==> src/rtl/branch_pkg.sv <==
// rtl/branch_pkg.sv - shared types and constants for the branch resolver
package branch_pkg;

  localparam int BR_DEPTH = 4;
  localparam int STAT_W   = 16;

  typedef enum logic {UPD_IDLE, UPD_PEND} upd_state_t;
  typedef enum logic {RUN, FLUSH} ctl_state_t;

endpackage

==> src/rtl/branch_fifo.sv <==
// rtl/branch_fifo.sv - in-flight prediction queue, one direction bit per entry
module branch_fifo
  import branch_pkg::*;
#(
  parameter int DEPTH = BR_DEPTH,
  localparam int CW = $clog2(DEPTH) + 1
) (
  input  logic          clk,
  input  logic          reset,
  input  logic          push,
  input  logic          push_data,
  input  logic          pop,
  input  logic          flush,
  output logic          head,
  output logic          full,
  output logic          empty,
  output logic [CW-1:0] count
);

  localparam int AW = $clog2(DEPTH);

  logic [DEPTH-1:0] mem;
  logic [AW-1:0]    wr_ptr;
  logic [AW-1:0]    rd_ptr;

  // DEPTH is a power of two, so the pointers wrap by natural overflow
  always_ff @(posedge clk) begin
    if (reset || flush) begin
      wr_ptr <= '0;
      rd_ptr <= '0;
      count  <= '0;
    end else begin
      if (push) begin
        mem[wr_ptr] <= push_data;
        wr_ptr      <= wr_ptr + AW'(1);
      end
      if (pop) begin
        rd_ptr <= rd_ptr + AW'(1);
      end
      if (push && !pop) begin
        count <= count + CW'(1);
      end else if (pop && !push) begin
        count <= count - CW'(1);
      end
    end
  end

  assign head  = mem[rd_ptr];
  assign empty = (count == '0);
  assign full  = (count == CW'(DEPTH));

endmodule

==> src/rtl/branch_resolver.sv <==
// rtl/branch_resolver.sv - branch prediction queue, resolve/flush and predictor handshake
// Optional BRANCH_STATS_EN adds saturating resolve/mispredict counters.
module branch_resolver
  import branch_pkg::*;
#(
  parameter int DEPTH = BR_DEPTH
) (
  input  logic clk,
  input  logic reset,
  input  logic br_fetch,
  output logic br_ready,
  output logic br_pred_valid,
  output logic br_pred_taken,
  input  logic res_valid,
  input  logic res_taken,
  output logic mispredict,
  output logic underflow_err,
  output logic pred_request,
  output logic pred_result,
  output logic pred_taken,
  input  logic pred_in
`ifdef BRANCH_STATS_EN
  ,
  output logic [STAT_W-1:0] stat_resolved,
  output logic [STAT_W-1:0] stat_mispred
`endif
);

  localparam int CW = $clog2(DEPTH) + 1;
  localparam int OW = CW + 1;
  localparam logic [OW-1:0] DEPTH_OCC = OW'(DEPTH);

  upd_state_t upd_state;
  ctl_state_t ctl_state;

  logic          cap_valid;
  logic          upd_dir;
  logic [CW-1:0] fifo_count;
  logic          fifo_full;
  logic          fifo_empty;
  logic          fifo_head;
  logic [OW-1:0] occupancy;
  logic          fire;
  logic          has_head;
  logic          head_dir;
  logic          res_ok;
  logic          res_miss;
  logic          fifo_push;
  logic          fifo_pop;

  always_comb begin
    occupancy = OW'(fifo_count) + OW'(cap_valid);
    br_ready  = !reset && (ctl_state == RUN) && (upd_state == UPD_IDLE)
                && !fifo_full && (occupancy != DEPTH_OCC);
    fire      = br_fetch && br_ready;
    // a capture landing on an empty queue is the head this cycle
    has_head  = !fifo_empty || cap_valid;
    head_dir  = fifo_empty ? pred_in : fifo_head;
    res_ok    = res_valid && has_head && !reset;
    res_miss  = res_ok && (head_dir != res_taken);
    fifo_push = cap_valid && !(res_ok && fifo_empty);
    fifo_pop  = res_ok && !fifo_empty;

    pred_request  = fire;
    pred_result   = !reset && ((upd_state == UPD_PEND) || (res_ok && !fire));
    pred_taken    = (upd_state == UPD_PEND) ? upd_dir : res_taken;
    br_pred_valid = cap_valid && !reset;
    br_pred_taken = pred_in;
  end

  branch_fifo #(.DEPTH(DEPTH)) u_fifo (
    .clk       (clk),
    .reset     (reset),
    .push      (fifo_push),
    .push_data (pred_in),
    .pop       (fifo_pop),
    .flush     (res_miss),
    .head      (fifo_head),
    .full      (fifo_full),
    .empty     (fifo_empty),
    .count     (fifo_count)
  );

  always_ff @(posedge clk) begin
    if (reset) begin
      cap_valid     <= 1'b0;
      mispredict    <= 1'b0;
      underflow_err <= 1'b0;
      upd_dir       <= 1'b0;
      ctl_state     <= RUN;
      upd_state     <= UPD_IDLE;
    end else begin
      // a branch fetched alongside a mispredicting resolve is younger and dies
      cap_valid  <= fire && !res_miss;
      mispredict <= res_miss;
      if (res_valid && !has_head) begin
        underflow_err <= 1'b1;
      end
      ctl_state <= res_miss ? FLUSH : RUN;
      case (upd_state)
        UPD_IDLE: begin
          if (res_ok && fire) begin
            upd_dir   <= res_taken;
            upd_state <= UPD_PEND;
          end
        end
        UPD_PEND: begin
          // the stored update leaves now; a fresh resolve takes its slot
          if (res_ok) begin
            upd_dir <= res_taken;
          end else begin
            upd_state <= UPD_IDLE;
          end
        end
        default: upd_state <= UPD_IDLE;
      endcase
    end
  end

`ifdef BRANCH_STATS_EN
  always_ff @(posedge clk) begin
    if (reset) begin
      stat_resolved <= '0;
      stat_mispred  <= '0;
    end else begin
      if (res_ok && (stat_resolved != '1)) begin
        stat_resolved <= stat_resolved + STAT_W'(1);
      end
      if (res_miss && (stat_mispred != '1)) begin
        stat_mispred <= stat_mispred + STAT_W'(1);
      end
    end
  end
`endif

endmodule

==> config.mk <==
export PLATFORM = sky130hd
export DESIGN_NAME = branch_resolver
export DESIGN_NICKNAME = d
export VERILOG_FILES = /design/src/rtl/branch_pkg.sv /design/src/rtl/branch_fifo.sv /design/src/rtl/branch_resolver.sv
export SDC_FILE = /design/constraint.sdc
export NUM_CORES = 1
export LEC_CHECK = 0
export CORE_MARGIN = 5
export CORE_UTILIZATION = 52
export DETAILED_ROUTE_END_ITERATION = 16
export PLACE_DENSITY = 0.76
export RECOVER_POWER = 25
export SYNTH_ARGS = -nofsm -noshare
export SYNTH_HDL_FRONTEND = slang
export SYNTH_SLANG_ARGS = --single-unit
==> constraint.sdc <==
create_clock -name clk -period 2.6 [get_ports clk]
set_input_delay 0.26 -clock clk [delete_from_list [all_inputs] [get_ports clk]]
set_output_delay 0.26 -clock clk [all_outputs]
set_load 0.05 [all_outputs]
==> impl_metrics.py <==
metrics = {
    "run_status": {
        "status": "completed",
    },
    "placed_design": {
        "post-place-ws_ns": 0.336,
        "dp_hpwl_um": 1250,
        "io_buffers": 13,
        "gp_congestion": 0.714,
    },
    "clock_network": {
        "cts_max_level": 1,
        "cts_tree": "yes",
        "cts_buffers": 3,
        "insertion_delay_ns": 0.29,
        "clk_pin_slew_ns": 0.09,
        "postCtsSetupBuffers": 0,
        "cts.sinks": 16,
        "cts_resized": 0,
        "cts_hold_buf": 0,
        "clockBufferDepth": 2,
        "root_buffer": "clkbuf_4",
    },
    "die": {
        "die_h_um": 52.3,
        "initial_core_util": 0.544,
        "rows": 15,
        "core_um2": 1710,
        "num_io_pins": 14,
        "dieArea_um2": 2730,
        "die_w_um": 52.3,
    },
    "final_layout": {
        "layout-drive-gt1-share": 0.229,
        "n_fill_cell": 141,
        "seq_area_um2": 360,
        "multiInputGateArea_um2": 512,
        "most-common-layout-cells": "dfxtp_1 (12), nor3_2 (9), inv_1 (7), ha_1 (7), clkdlybuf4s50_1 (7)",
        "nets": 120,
        "mostFrequentLayoutCell": "dfxtp_1",
        "synthToLayoutAreaGrowth_pct": 21.0,
        "n_antenna_cell": 0,
    },
    "sta": {
        "fin_crit_ns": 2.37,
        "setup_viol": 0,
        "hold_viol_final": 0,
        "final-max-slew-violation-count": 0,
        "rsz0062_at_grt": "false",
        "fin_crit_sh": 0.912,
        "fin_skew_ns": 0.00611,
        "clock.fmax_mhz": 422,
        "fin_tns_setup_ns": 0,
        "relSlewSlack": 0.349,
        "layout_setup_ws_ns": 0.229,
        "worstMarginPinSlew_ns": 0.977,
    },
    "global_routing": {
        "grt_antenna_before_repair": 0,
        "grt_pass1_vias": 652,
        "overflow": 0,
        "grt_use_total": 0.143,
        "grt_pass1_wl_um": 2790,
        "grt_start_max_net_pins": 18,
    },
    "yosys": {
        "yosysSeqAreaShare": 0.388,
        "ys_ff_latch": 16,
        "yosys_warnings": 0,
        "postSynthCellCount": 89,
        "syn-num-nets": 103,
        "ys.flop_type": "dfxtp_1",
        "synth_cell_types": 31,
        "synth_area_um2": 928,
        "async_reset_ff_frac": 0,
        "avgSynthCellArea_um2": 10.4,
        "synth_edf_count": 4,
    },
    "detailed_routing": {
        "drt_iter0_markers": 2,
        "routedWlPerCell_um": 12.4,
        "drt-pass1-iter-count": 4,
        "drc": 0,
        "viasPerCell": 4.94,
        "num_vias": 642,
        "drt-total-wl_um": 1610,
        "ant_nets": 0,
    },
    "setup_path": {
        "critical_path.endpoint_type": "primary output",
        "rrSetupSlack_ns": 0.35,
        "path_cells": "clkdlybuf4s50_1 > clkbuf_1 > a2111oi_2 > o311a_2 > o22ai_1 > buf_4",
        "slowest_stage": "clkdlybuf4s50_1",
        "cp_max_fo": 17,
        "cp_num_buf_inv": 3,
        "required_ns": 2.34,
        "startpoint_type": "input pin",
        "reg2regPathDepth": 8,
        "critPathArrivalTime_ns": 2.11,
        "crit_family": "buffers and inverters",
        "path_depth": 6,
        "slowest_delay_ns": 0.41,
        "critPathKind": "input pin to primary output",
    },
    "run": {
        "drv_cap": 0,
    },
    "pwr": {
        "pwr-share-comb": 0.486,
        "seq_power_share": 0.365,
        "vdd_drop_max_mv": 0.416,
        "powerDensity_nw_per_um2": 856,
        "power_switching_uw": 399,
        "clkPwrFrac": 0.149,
        "leakage_uw": 0.000469,
        "p_sw_frac": 0.415,
        "power.internal_uw": 562,
    },
    "min_path": {
        "min_path_cells": 2,
        "min_path_type": "flip-flop to flip-flop",
    },
}
## area by class of cell
type,instances,area share
tap,25,0.0278
sequential,16,0.321
inverter,8,0.0267
clock buffer,4,0.0234
timing repair buffer,16,0.146
multi-input combinational,61,0.455
## flip-flops by register name (all words and copies together), names as in the netlist
| signal | flops |
|---|---|
| cap_valid | 1 |
| mispredict | 1 |
| u_fifo.count | 3 |
| u_fifo.mem | 4 |
| u_fifo.rd_ptr | 2 |
| u_fifo.wr_ptr | 2 |
| underflow_err | 1 |
| upd_dir | 1 |
| upd_state | 1 |
## final timing paths
| kind | to | start |
|---|---|---|
| worst max-delay path | pred_result | reset |
| worst min-delay path | underflow_err | underflow_err |
| worst max register to register | u_fifo.count[1] | u_fifo.count[0] |
| worst min register to register | underflow_err | underflow_err |
## per-layer routing
metal / vias up / GRT usage / wire length [um]
met4: 0 / 0.0894 / 38
met5: - / 0 / 0
met3: 5 / 0.0370 / 66
met1: 296 / 0.168 / 750
li1: 334 / - / -
met2: 7 / 0.230 / 755
## cell usage after synthesis (all sizes together) (3+ instances only)
cell type  count  share of area
nand2          6          0.024
xor2           4          0.038
xnor2          3          0.028
nor2b          5          0.034
ha             7          0.094
edfxtp         4           0.13
mux2i          3          0.032
dfxtp         12           0.26
nor2           6          0.024
nor3          12           0.11
inv            8          0.032
## stage by stage
step	hold WS (ns)	utilization	power (uW)	cells	cell area, um^2
detailed placement	0.462	0.645	832	126	1100
CTS	0.484	0.660	972	130	1130
floorplan	0.359	-	695	89	928
global route	0.493	0.658	1030	130	1120
global placement	0.445	0.645	816	126	1100
finish	0.474	0.658	961	130	1120
## logic make-up (layout without fill, tap and decap cells)
| group | Yosys count | in the layout | share of synthesized area |
|---|---|---|---|
| xor+xnor | 7 | 7 | 0.0660 |
| mux | 6 | 6 | 0.0809 |
| flops | 16 | 16 | 0.388 |
| compound gates | 9 | 9 | 0.0795 |
| simple gates | 31 | 31 | 0.209 |
| fa+ha+maj | 8 | 8 | 0.116 |
| buf+inv | 12 | 28 | 0.0607 |
## power groups by stage
stage | combinational [uW] | clock [uW] | sequential (uW)
floorplan | 329 | 0 | 367
global placement | 461 | 0 | 355
detailed placement | 474 | 0 | 358
CTS | 476 | 144 | 352
global route | 511 | 157 | 359
finish | 467 | 143 | 351
## worst min-delay path, stage by stage (launching register included)
cell and delay (ns):
dfxtp_1 0.34, a31oi_1 0.04, nor2_1 0.07
No activity file was read; power rests on OpenSTA's default activity.
